==> src/rtl/pmem_writeback_buffer.sv <==
// One-entry victim buffer between L2/arbiter and physical memory.
// Dirty writes are absorbed immediately and drained to pmem when upstream goes idle or a conflicting write arrives.
module pmem_writeback_buffer #(
  parameter int ADDR_W     = 16,
  parameter int LINE_W     = 128,
  parameter int OFFSET_W   = 4,
  parameter int DRAIN_IDLE = 3
) (
  input  logic              clk,
  input  logic              rst,
  input  logic              ul_read,
  input  logic              ul_write,
  input  logic [ADDR_W-1:0] ul_address,
  input  logic [LINE_W-1:0] ul_wdata,
  output logic [LINE_W-1:0] ul_rdata,
  output logic              ul_resp,
  output logic              pmem_read,
  output logic              pmem_write,
  output logic [ADDR_W-1:0] pmem_address,
  output logic [LINE_W-1:0] pmem_wdata,
  input  logic [LINE_W-1:0] pmem_rdata,
  input  logic              pmem_resp
);

  localparam int TAG_W = ADDR_W - OFFSET_W;
  localparam int CNT_W = (DRAIN_IDLE > 0) ? $clog2(DRAIN_IDLE + 1) : 1;
  localparam logic [ADDR_W-1:0] LINE_MASK = {{TAG_W{1'b1}}, {OFFSET_W{1'b0}}};

  typedef enum logic [1:0] {S_IDLE, S_READ_MISS, S_DRAIN, S_RESP} state_t;

  state_t             state, state_nxt;
  logic               buf_valid;
  logic [TAG_W-1:0]   buf_tag;
  logic [LINE_W-1:0]  buf_data;
  logic [CNT_W-1:0]   idle_cnt;
  logic [LINE_W-1:0]  rdata_q;

  logic tag_match, hit;
  logic buf_wr, buf_clr, rd_from_buf, rd_from_pmem, cnt_clr, cnt_inc;

  assign tag_match = (ul_address[ADDR_W-1:OFFSET_W] == buf_tag);
  assign hit       = buf_valid && tag_match;

  always_comb begin
    state_nxt    = state;
    buf_wr       = 1'b0;
    buf_clr      = 1'b0;
    rd_from_buf  = 1'b0;
    rd_from_pmem = 1'b0;
    cnt_clr      = 1'b0;
    cnt_inc      = 1'b0;
    case (state)
      S_IDLE: begin
        if (ul_read || ul_write || !buf_valid) cnt_clr = 1'b1;
        if (ul_read) begin
          if (hit) begin
            rd_from_buf = 1'b1;
            state_nxt   = S_RESP;
          end else begin
            state_nxt = S_READ_MISS;
          end
        end else if (ul_write) begin
          // A conflicting write drains first, then is re-evaluated back in IDLE.
          if (!buf_valid || tag_match) begin
            buf_wr    = 1'b1;
            state_nxt = S_RESP;
          end else begin
            state_nxt = S_DRAIN;
          end
        end else if (buf_valid) begin
          if (idle_cnt == CNT_W'(DRAIN_IDLE)) state_nxt = S_DRAIN;
          else                                cnt_inc   = 1'b1;
        end
      end
      S_READ_MISS: begin
        if (pmem_resp) begin
          rd_from_pmem = 1'b1;
          state_nxt    = S_RESP;
        end
      end
      S_DRAIN: begin
        if (pmem_resp) begin
          buf_clr   = 1'b1;
          cnt_clr   = 1'b1;
          state_nxt = S_IDLE;
        end
      end
      S_RESP:  state_nxt = S_IDLE;
      default: state_nxt = S_IDLE;
    endcase
  end

  always_ff @(posedge clk or posedge rst) begin
    if (rst) state <= S_IDLE;
    else     state <= state_nxt;
  end

  always_ff @(posedge clk or posedge rst) begin
    if (rst) begin
      buf_valid <= 1'b0;
      buf_tag   <= '0;
      buf_data  <= '0;
      idle_cnt  <= '0;
      rdata_q   <= '0;
    end else begin
      if (buf_wr) begin
        buf_valid <= 1'b1;
        buf_tag   <= ul_address[ADDR_W-1:OFFSET_W];
        buf_data  <= ul_wdata;
      end else if (buf_clr) begin
        buf_valid <= 1'b0;
      end
      if (cnt_clr)      idle_cnt <= '0;
      else if (cnt_inc) idle_cnt <= idle_cnt + 1'b1;
      if (rd_from_buf)       rdata_q <= buf_data;
      else if (rd_from_pmem) rdata_q <= pmem_rdata;
    end
  end

  // Outputs decode straight from state so an async reset drops them the same cycle.
  assign pmem_read    = (state == S_READ_MISS);
  assign pmem_write   = (state == S_DRAIN);
  assign pmem_address = (state == S_READ_MISS) ? (ul_address & LINE_MASK) :
                        (state == S_DRAIN)     ? {buf_tag, {OFFSET_W{1'b0}}} : '0;
  assign pmem_wdata   = (state == S_DRAIN) ? buf_data : '0;
  assign ul_resp      = (state == S_RESP);
  assign ul_rdata     = (state == S_RESP) ? rdata_q : '0;

endmodule

==> config.mk <==
export PLATFORM = sky130hd
export DESIGN_NAME = pmem_writeback_buffer
export DESIGN_NICKNAME = d
export VERILOG_FILES = /design/src/rtl/pmem_writeback_buffer.sv
export SDC_FILE = /design/constraint.sdc
export NUM_CORES = 1
export LEC_CHECK = 0
export BUFFER_PORTS_ARGS = -buffer_cell sky130_fd_sc_hd__buf_2
export CAP_MARGIN = 5
export CORE_AREA = 10 10 206 208
export DETAILED_ROUTE_END_ITERATION = 7
export DIE_AREA = 0 0 216 218
export GPL_TIMING_DRIVEN = 0
export PLACE_DENSITY = 0.61
export SLEW_MARGIN = 5
export SYNTH_ARGS = -nofsm -noshare
export SYNTH_HDL_FRONTEND = slang
export SYNTH_SLANG_ARGS = --single-unit
==> constraint.sdc <==
create_clock -name clk -period 23.5 [get_ports clk]
set_clock_uncertainty 0.15 [all_clocks]
set_input_delay 2.35 -clock clk [delete_from_list [all_inputs] [get_ports clk]]
set_output_delay 2.35 -clock clk [all_outputs]
set_load 0.03 [all_outputs]
* Word level (Yosys, flattened, before mapping)
Cells that the tools add are included.
Word-level totals: register bits after elaboration 273, output and inout port bits 275
Operators by class: add/subtract/negate cells 1, eq/ne operators 9, multiplexer cells 36, reductions and logical operators 10
Operators with widths (count):
- $mux W128 | 4
- $mux W16 | 2
- $mux W1 | 19
- $mux W2 | 9
- $eq A12 B12 Y1 | 1
- $ne A4 B4 Y1 const B | 2
- $pmux W2 S4 | 1
- $eq A2 B2 Y1 const B | 3
- $reduce_bool A2 Y1 | 3
- $ne A2 B1 Y1 const B | 2
- $reduce_and A4 Y1 | 1
- $logic_or A1 B1 Y1 | 3
- $add A2 B1 Y2 const B | 1
- $eq A2 B1 Y1 const B | 1
- $logic_not A2 Y1 | 1
- $pmux W1 S2 | 1
- $logic_and A1 B1 Y1 | 1
- $logic_not A1 Y1 | 1

* Depth between registers and ports, before layout
Gate-level depths: netlist of run 1.
depth in word-level cells 8, depth in mapped cells 8

* Worst setup path after synthesis of run 1
Ideal clock, no wire load.
path kind input to output, start point input ul_address[10], end point output pmem_address[10], arrival 2650 ps, data required time 21000 ps, slack 18350 ps, stages on the path 1, buffers on the path 0, cell sequence a22o_1
Between the ends: word-level cells in the longest chain between the ends 1
Ends and longest elaborated chain:
- start, declared | RTL line 13 | input logic [ADDR_W-1:0] ul_address,
- $mux W16 | RTL line 123 | assign pmem_address = (state == S_READ_MISS) ? (ul_address & LINE_MASK) :
- end, declared | RTL line 19 | output logic [ADDR_W-1:0] pmem_address,
No other way between the ends.

* Worst setup path after layout of run 1
start point register state[1], end point output pmem_address[9]
Between the ends: word-level cells in the longest chain between the ends 3, elaborated cells on any way between the ends 4, those cells by class eq/ne: 2; mux: 2
Ends and longest elaborated chain:
- start, declared | RTL line 31 | state_t state, state_nxt;
- start signal, assigned | RTL line 95 | else state <= state_nxt;
- $eq A2 B2 Y1 | RTL line 124 | (state == S_DRAIN) ? {buf_tag, {OFFSET_W{1'b0}}} : '0;
- $mux W16 | RTL line 124
- $mux W16 (*) | RTL line 123
Mark *: on every way between the ends. The rest lies on a longest branch, timed or not.

==> impl_metrics.env, run 1 <==
export IMPL_status="complete, no violations"
export IMPL_tns_ns=0
export IMPL_root_buffer="clkbuf_16"
export IMPL_dieWidth_um=216
export IMPL_cts_sinks=273
export IMPL_rsz0062_at_grt="false"
export IMPL_syn_area_per_cell_um2=11.9
export IMPL_r2r_end="rdata_q[38]"
export IMPL_worstHoldPathCells=1
export IMPL_grt_max_degree=116
export IMPL_ys_seq_area_frac=0.523
export IMPL_path_class="flip-flop to primary output"
export IMPL_rr_startpoint="state[1]"
export IMPL_syn_inst=1099
export IMPL_critPathMaxFanout=10
export IMPL_pwr_share_comb=0.460
export IMPL_ioPinCount=552
export IMPL_antenna_found_initial=16
export IMPL_post_cts_buffers=0
export IMPL_cp_required_ns=21.00
export IMPL_ir_drop_mv=0.0709
export IMPL_ys_types=30
export IMPL_hold_violations=0
export IMPL_post_cts_resized=0
export IMPL_drt_wl_total_um=50400
export IMPL_fmax_mhz=157
export IMPL_seqPwrFrac=0.350
export IMPL_gp_congestion=0.839
export IMPL_path_common_cell="clkbuf_1"
export IMPL_switching_share=0.425
export IMPL_min_period_over_period=0.270
export IMPL_max_slew_margin=0.283
export IMPL_first_pass_iters=5
export IMPL_numPlacedInstances=2165
export IMPL_hold_buffers=0
export IMPL_antenna_left=0
export IMPL_wl_per_cell_um=22.6
export IMPL_rrSetupSlack_ns=20.19
export IMPL_tightestPinTransition_ns=1.07
export IMPL_post_route_util=0.456
export IMPL_nFillCells=3716
export IMPL_p_clk_frac=0.190
export IMPL_crit_chain="clkbuf_1, nor2b_1, clkbuf_1, clkbuf_1, buf_1, a22o_1, buf_2"
export IMPL_arrival_ns=3.86
export IMPL_grt_first_pass_wirelength_um=75300
export IMPL_synth_warnings=0
export IMPL_reg2reg_depth=7
export IMPL_die_area_um2=47100
export IMPL_syn2layout_area_growth_pct=33.7
export IMPL_port_buffers=543
export IMPL_final_common_cell="buf_2"
export IMPL_clock_latency_ns=0.56
export IMPL_finalSetupViolCount=0
export IMPL_numCtsBuffers=31
export IMPL_crit_path_top_delay_cell="clkbuf_1"
export IMPL_slew_viol_final=0
export IMPL_grt_overflow_total=0
export IMPL_via_per_inst=5.03
export IMPL_netlist_area_um2=13100
export IMPL_p_int_uw=1380
export IMPL_first_global_vias=12040
export IMPL_dp_slack_ns=17.58
export IMPL_clkTransAtPathRegs_ns=0.06
export IMPL_layout_common_cells="buf_2, dfrtp_1, mux2_2"
export IMPL_fin_cells=2227
export IMPL_drt_iter0_drc=485
export IMPL_worstSetupStartpointType="flip-flop"
export IMPL_die_height_um=218
export IMPL_vias=11207
export IMPL_tritoncts="yes"
export IMPL_whs_endpoint="rdata_q[100]"
export IMPL_grt_usage=0.204
export IMPL_clk_path_buf_depth=3
export IMPL_hp_start="rdata_q[100]"
export IMPL_slowest_delay_ns=0.74
export IMPL_initial_utilization=0.341
export IMPL_leakage_uw=0.0100
export IMPL_power_switching_uw=1020
export IMPL_synth_seq_cells=273
export IMPL_setup_ws_ns=17.15
export IMPL_drc_errors=0
export IMPL_cap_violations=0
export IMPL_htreeDepth=1
export IMPL_seq_area_um2=6830
export IMPL_row_count=72
export IMPL_final_nets=1958
export IMPL_end_kind="primary output"
export IMPL_finalPower_uw=2400
export IMPL_p_per_area_nw_per_um2=138
export IMPL_dp_hpwl_um=38700
export IMPL_min_path_type="flip-flop to flip-flop"
export IMPL_period_minus_slack_ns=6.36
export IMPL_core_um2=38300
export IMPL_drive_above_1_share=0.459
export IMPL_multi_input_area_um2=5740
[worst max-delay path by stage]
| stage | to | cells past startpoint | start |
|---|---|---|---|
| global route | pmem_address[9] | 7 | state[1] |
| CTS | pmem_address[10] | 7 | state[1] |
| floorplan | buf_data[0] | 1 | rst |
| finish | pmem_address[9] | 7 | state[1] |
| detailed placement | pmem_address[10] | 7 | state[1] |
| global placement | rdata_q[117] | 2 | rst |
[area by class of cell]
cell class	instances	area share
flip-flops and latches	273	0.391
multi-input cells	718	0.328
repair buffers	545	0.159
clock buffers	42	0.0491
well taps	518	0.0371
plain buffers	108	0.0284
clock inverters	10	0.00451
diodes	10	0.00143
inverters	3	0.00107
[through the flow]
step	area, um^2	hold WS, ns
2_1_floorplan	13100	0.291
3_3_place_gp	16400	0.301
3_5_place_dp	16500	0.306
5_1_grt	17500	0.324
4_1_cts	17400	0.319
6_report	17500	0.315
[registers in the layout (all words and copies together) (netlist names)]
signal     count
idle_cnt       2
state          2
buf_data     128
buf_valid      1
rdata_q      128
buf_tag       12
[Yosys cell counts]
master    count  share of area
a211oi_1      1        0.00057
a21o_1      128          0.074
a21oi_1       2        0.00077
a22o_1      140          0.094
a31oi_1       1        0.00048
a41oi_2       1         0.0012
and2_1      130          0.062
and3_1      128          0.061
buf_1         1        0.00029
buf_2        31          0.012
buf_4        14         0.0080
clkbuf_1     62          0.018
conb_1        1        0.00029
dfrtp_1     273           0.52
ha_1          1        0.00096
inv_1         3        0.00086
mux2_2      141           0.12
mux2i_1       1        0.00077
nand2_1       6         0.0017
nand3_1       1        0.00038
nand4_1       3         0.0014
nor2_1        6         0.0017
nor2b_1       3         0.0014
nor3_1        4         0.0015
nor4_4        1         0.0016
nor4b_2       1         0.0011
o21ai_0       1        0.00038
or3_1         1        0.00048
xnor2_1       8         0.0054
xor2_1        5         0.0034
[worst max-delay path: cells and delay by family (launching register included)]
| family | cells | cell delay [ns] |
|---|---|---|
| buffers and inverters | 5 | 2.46 |
| AO/OA/AOI/OAI | 1 | 0.28 |
| flip-flops | 1 | 0.34 |
| AND/OR/NAND/NOR | 1 | 0.21 |
[cells by family (layout without fill, tap and decap cells)]
group,count (synthesis),after routing,share of synthesized area
XOR/XNOR,13,13,0.00872
buffers and inverters,111,708,0.0389
other,1,14,0.000287
AO/OA/AOI/OAI,274,274,0.171
AND/OR/NAND/NOR,284,284,0.135
adder cells (fa/ha/maj),1,1,0.000958
multiplexers,142,142,0.122
flip-flops,273,273,0.523
[metal layers]
metal / routed length [um] / GRT usage / part of all wire / vias to the layer above
li1: - / - / - / 5131
met1: 20600 / 0.249 / 0.41 / 5630
met2: 25200 / 0.348 / 0.50 / 357
met3: 3310 / 0.0492 / 0.066 / 79
met4: 1230 / 0.0650 / 0.024 / 10
met5: 69 / 0 / 0.0014 / -
[power by group through the flow]
stage	logic (uW)	registers (uW)	clock network [uW]
6_report	1110	841	456
4_1_cts	1120	839	469
5_1_grt	1190	871	487
2_1_floorplan	781	797	0
3_5_place_dp	1110	846	0
3_3_place_gp	1100	836	0
(Power assumes the default switching activity.)
==> run 2: changes to the inputs <==
--- a/config.mk
+++ b/config.mk
@@ -7,11 +7,11 @@
 export LEC_CHECK = 0
 export BUFFER_PORTS_ARGS = -buffer_cell sky130_fd_sc_hd__buf_2
 export CAP_MARGIN = 5
-export CORE_AREA = 10 10 206 208
+export CORE_AREA = 10 10 205 207
 export DETAILED_ROUTE_END_ITERATION = 7
-export DIE_AREA = 0 0 216 218
+export DIE_AREA = 0 0 215 217
 export GPL_TIMING_DRIVEN = 0
-export PLACE_DENSITY = 0.61
+export PLACE_DENSITY = 0.64
 export SLEW_MARGIN = 5
 export SYNTH_ARGS = -nofsm -noshare
 export SYNTH_HDL_FRONTEND = slang
==> constraint.sdc (replaced) <==
create_clock -name clk -period 5.2 [get_ports clk]
set_clock_uncertainty 0.15 [all_clocks]
set_input_delay 0.52 -clock clk [delete_from_list [all_inputs] [get_ports clk]]
set_output_delay 0.52 -clock clk [all_outputs]
set_load 0.03 [all_outputs]
==> impl_metrics.env, run 2 (synthesis results as in run 1) <==
export IMPL_dp_slack_ns=1.05
export IMPL_grt_first_pass_wirelength_um=76000
export IMPL_row_count=72
export IMPL_wl_per_cell_um=22.2
export IMPL_clkTransAtPathRegs_ns=0.07
export IMPL_fmax_mhz=214
export IMPL_hold_violations=0
export IMPL_post_route_util=0.475
export IMPL_rsz0062_at_grt="false"
export IMPL_ioPinCount=552
export IMPL_use_met2=0.354
export IMPL_slew_viol_final=0
export IMPL_die_area_um2=46700
export IMPL_dieWidth_um=215
export IMPL_numCtsBuffers=31
export IMPL_syn2layout_area_growth_pct=38.6
export IMPL_cap_violations=0
export IMPL_grt_usage=0.205
export IMPL_layout_common_cells="buf_2, dfrtp_1, mux2_2"
export IMPL_worstSetupStartpointType="flip-flop"
export IMPL_p_per_area_nw_per_um2=622
export IMPL_period_minus_slack_ns=4.67
export IMPL_final_nets=1997
export IMPL_max_slew_margin=0.210
export IMPL_tightestPinTransition_ns=1.18
export IMPL_finalSetupViolCount=0
export IMPL_antenna_found_initial=8
export IMPL_fin_cells=2268
export IMPL_clk_path_buf_depth=3
export IMPL_cp_required_ns=4.53
export IMPL_antenna_left=0
export IMPL_first_global_vias=12301
export IMPL_busiest_layer="met2"
export IMPL_setup_ws_ns=0.526
export IMPL_finalPower_uw=11300
export IMPL_post_cts_resized=0
export IMPL_min_path_type="input port to flip-flop"
export IMPL_vias=11499
export IMPL_via_per_inst=5.07
export IMPL_gp_congestion=0.898
export IMPL_end_kind="primary output"
export IMPL_cts_sinks=273
export IMPL_status="complete, no violations"
export IMPL_drt_wl_total_um=50400
export IMPL_core_um2=38100
export IMPL_grt_max_degree=40
export IMPL_tritoncts="yes"
export IMPL_dp_hpwl_um=39400
export IMPL_drc_errors=0
export IMPL_port_buffers=543
export IMPL_final_common_cell="buf_2"
export IMPL_use_met1=0.250
export IMPL_top_regs="buf_data: 128 flops, rdata_q: 128 flops, buf_tag: 12 flops"
export IMPL_met3_usage=0.0524
export IMPL_drt_iter0_drc=527
export IMPL_die_height_um=217
export IMPL_clock_latency_ns=0.58
export IMPL_arrival_ns=4.00
export IMPL_critPathMaxFanout=10
export IMPL_drive_above_1_share=0.456
export IMPL_first_pass_iters=5
export IMPL_path_class="flip-flop to primary output"
export IMPL_htreeDepth=1
export IMPL_ir_drop_mv=0.307
export IMPL_min_period_over_period=0.899
export IMPL_grt_overflow_total=0
export IMPL_leakage_uw=0.0103
export IMPL_root_buffer="clkbuf_16"
export IMPL_numPlacedInstances=2172
export IMPL_initial_utilization=0.343
-- run 2: cell types whose count changed in the layout (fill, tap and decap cells not counted), sizes merged --
cell	delta
buf	+7
bufinv	+4
clkbuf	+6
clkinv	-6
clkinvlp	+2
diode	-4
dlygate4sd3	+32
-- run 2: cell type report --
| cell class | count | area (um^2) |
|---|---|---|
| buffer | 108 | 497 |
| sequential | 273 | 6830 |
| inverter | 3 | 15.0 |
| clock buffer | 48 | 960 |
| tap | 518 | 648 |
| clock inverter | 10 | 181 |
| antenna | 6 | 15.0 |
| multi-input combinational | 718 | 5740 |
| fill | 3555 | 20000 |
| timing repair buffer | 584 | 3230 |
-- run 2: metrics by stage --
step                      TNS, ns  hold slack, ns  cell area, um^2
after floorplan                 0           0.291            13100
after global placement    -244.55           0.301            16400
after detailed placement        0           0.306            16600
after CTS                       0        0.000795            18100
after global routing            0        0.000501            18100
final                           0          0.0245            18100
-- run 2: where the power goes --
part           leakage [uW]  switching [uW]  internal [uW]
logic               0.00641            3090           1920
clock network      0.000561             910           1510
registers           0.00335             676           3160
total                0.0103            4680           6580
-- run 2: worst max-delay path, stage by stage (launching register included) --
cell	delay, ns
dfrtp_1	0.34
clkbuf_1	0.52
nor2b_1	0.21
clkbuf_1	0.55
clkbuf_1	0.71
buf_1	0.56
a22o_1	0.31
buf_2	0.23
-- run 2: timing repair --
| item | CTS | global route |
|---|---|---|
| endpoints found under the setup margin | 0 | 0 |
| buffers inserted | 0 | 0 |
| hold buffers | 32 | 0 |
| endpoints found under the hold margin | 45 | 0 |
-- run 2: routing by layer --
layer / up-vias / part of all wire
met5: - / 0.0011
met4: 8 / 0.022
met3: 81 / 0.067
met2: 409 / 0.50
met1: 5788 / 0.41
li1: 5213 / -
-- run 2: worst paths after layout --
| path | start | end | slack, ns | cells past startpoint |
|---|---|---|---|---|
| setup / recovery | state[1] | pmem_address[10] | 0.53 | 7 |
| max in group asynchronous | rst | buf_data[22] | 3.11 | 8 |
| hold / removal | ul_wdata[52] | buf_data[52] | 0.02 | 2 |
| hold reg to reg | rdata_q[117] | rdata_q[117] | 0.32 | 1 |
| setup reg to reg | state[1] | rdata_q[54] | 1.87 | 7 |
| min in group asynchronous | rst | buf_data[95] | 0.36 | 3 |
==> run 3: changes to the inputs <==
==> config.mk (replaced) <==
export PLATFORM = sky130hd
export DESIGN_NAME = pmem_writeback_buffer
export DESIGN_NICKNAME = d
export VERILOG_FILES = /design/src/rtl/pmem_writeback_buffer.sv
export SDC_FILE = /design/constraint.sdc
export NUM_CORES = 1
export LEC_CHECK = 0
export CAP_MARGIN = 5
export CORE_AREA = 10 10 207 209
export DETAILED_ROUTE_END_ITERATION = 7
export DIE_AREA = 0 0 217 219
export DONT_BUFFER_PORTS = 1
export GPL_TIMING_DRIVEN = 0
export PLACE_DENSITY = 0.5
export SLEW_MARGIN = 5
export SYNTH_ARGS = -nofsm -noshare
export SYNTH_HDL_FRONTEND = slang
export SYNTH_SLANG_ARGS = --single-unit
==> impl_metrics.env, run 3 (synthesis results as in run 1) <==
export IMPL_min_path_type="input port to flip-flop"
export IMPL_top_regs="buf_data: 128 flops, rdata_q: 128 flops, buf_tag: 12 flops"
export IMPL_finalPower_uw=10400
export IMPL_hold_buffers=164
export IMPL_post_cts_resized=0
export IMPL_final_nets=1585
export IMPL_min_period_over_period=0.888
export IMPL_max_slew_margin=0.201
export IMPL_gp_congestion=0.793
export IMPL_grt_overflow_total=0
export IMPL_tightestPinTransition_ns=1.20
export IMPL_setup_ws_ns=0.580
export IMPL_fin_cells=1850
export IMPL_initial_utilization=0.339
export IMPL_numPlacedInstances=1628
export IMPL_drt_wl_total_um=49500
export IMPL_drive_above_1_share=0.189
export IMPL_clock_latency_ns=0.56
export IMPL_root_buffer="clkbuf_16"
export IMPL_tritoncts="yes"
export IMPL_ir_drop_mv=0.400
export IMPL_first_global_vias=10680
export IMPL_vias=9779
export IMPL_via_per_inst=5.29
export IMPL_clk_path_buf_depth=3
export IMPL_final_common_cell="dfrtp_1"
export IMPL_hold_violations=0
export IMPL_clkTransAtPathRegs_ns=0.06
export IMPL_post_route_util=0.429
export IMPL_port_buffers=0
export IMPL_die_height_um=219
export IMPL_layout_common_cells="dfrtp_1, dlygate4sd3_1, mux2_2"
export IMPL_arrival_ns=3.95
export IMPL_core_um2=38600
export IMPL_leakage_uw=0.00830
export IMPL_dieWidth_um=217
export IMPL_post_cts_buffers=0
export IMPL_antenna_left=0
export IMPL_grt_max_degree=38
export IMPL_rsz0062_at_grt="false"
export IMPL_slew_viol_final=0
export IMPL_cp_required_ns=4.53
export IMPL_cts_sinks=273
export IMPL_wl_per_cell_um=26.8
export IMPL_period_minus_slack_ns=4.62
export IMPL_htreeDepth=1
export IMPL_drt_iter0_drc=499
export IMPL_end_kind="primary output"
export IMPL_path_class="flip-flop to primary output"
export IMPL_syn2layout_area_growth_pct=26.6
export IMPL_ioPinCount=552
export IMPL_numCtsBuffers=31
export IMPL_dp_slack_ns=1.06
export IMPL_die_area_um2=47500
export IMPL_dp_hpwl_um=37300
export IMPL_first_pass_iters=5
export IMPL_row_count=72
export IMPL_finalSetupViolCount=0
export IMPL_grt_usage=0.199
export IMPL_critPathMaxFanout=10
export IMPL_cap_violations=0
export IMPL_status="complete, no violations"
export IMPL_antenna_found_initial=2
export IMPL_p_per_area_nw_per_um2=630
export IMPL_fmax_mhz=216
export IMPL_drc_errors=0
export IMPL_grt_first_pass_wirelength_um=72500
export IMPL_worstSetupStartpointType="flip-flop"
run 3: cell types whose count changed in the layout (fill, tap and decap cells not counted):
cell | previous run | this run
diode_2 | 6 | 1
buf_16 | 1 | 0
clkinv_2 | 3 | 8
dlygate4sd3_1 | 32 | 164
bufinv_16 | 5 | 0
clkbuf_1 | 67 | 66
buf_2 | 574 | 31
clkinv_4 | 0 | 1
inv_6 | 1 | 0
run 3: path summary, 6_finish.rpt:
path | from | end | slack [ns] | depth (start not counted)
min in group asynchronous | rst | buf_data[101] | 0.31 | 2
max in group asynchronous | rst | buf_data[49] | 3.51 | 5
worst max register to register | state[1] | rdata_q[41] | 1.74 | 7
worst min-delay path | pmem_rdata[63] | rdata_q[63] | 0.03 | 2
worst max-delay path | state[1] | pmem_address[9] | 0.58 | 6
worst min register to register | rdata_q[122] | rdata_q[122] | 0.32 | 1
run 3: critical path, stage by stage (launching register included):
cell	delay [ns]
dfrtp_1	0.35
clkbuf_1	0.53
nor2b_1	0.21
clkbuf_1	0.43
clkbuf_1	0.93
buf_1	0.45
a22o_1	0.48
run 3: power breakdown:
part | switching (uW) | internal [uW]
logic | 2970 | 1510
registers | 639 | 3160
clock network | 889 | 1260
run 3: through the flow:
stage / hold WS, ns / setup TNS, ns / area (um^2)
after global placement: 0.300 / -255.82 / 13700
after CTS: 0.000137 / 0 / 16500
final: 0.0305 / 0 / 16500
after global routing: 0.00806 / 0 / 16500
after detailed placement: 0.291 / 0 / 13900
after floorplan: 0.291 / 0 / 13100
run 3: final cells by class:
type	count	area (um^2)
clock inverter	10	56.3
buffer	108	497
clock buffer	47	956
fill	3702	22000
inverter	3	15.0
timing repair buffer	172	1800
antenna	1	2.50
multi-input combinational	718	5740
tap	518	648
sequential	273	6830
run 3: layer usage:
metal	part of all wire	routed length (um)	GRT usage	vias up
met5	0	0	0	-
met4	0.030	1480	0.0590	0
met3	0.073	3640	0.0593	78
met2	0.50	24800	0.342	346
met1	0.40	19600	0.235	4969
li1	-	-	-	4386
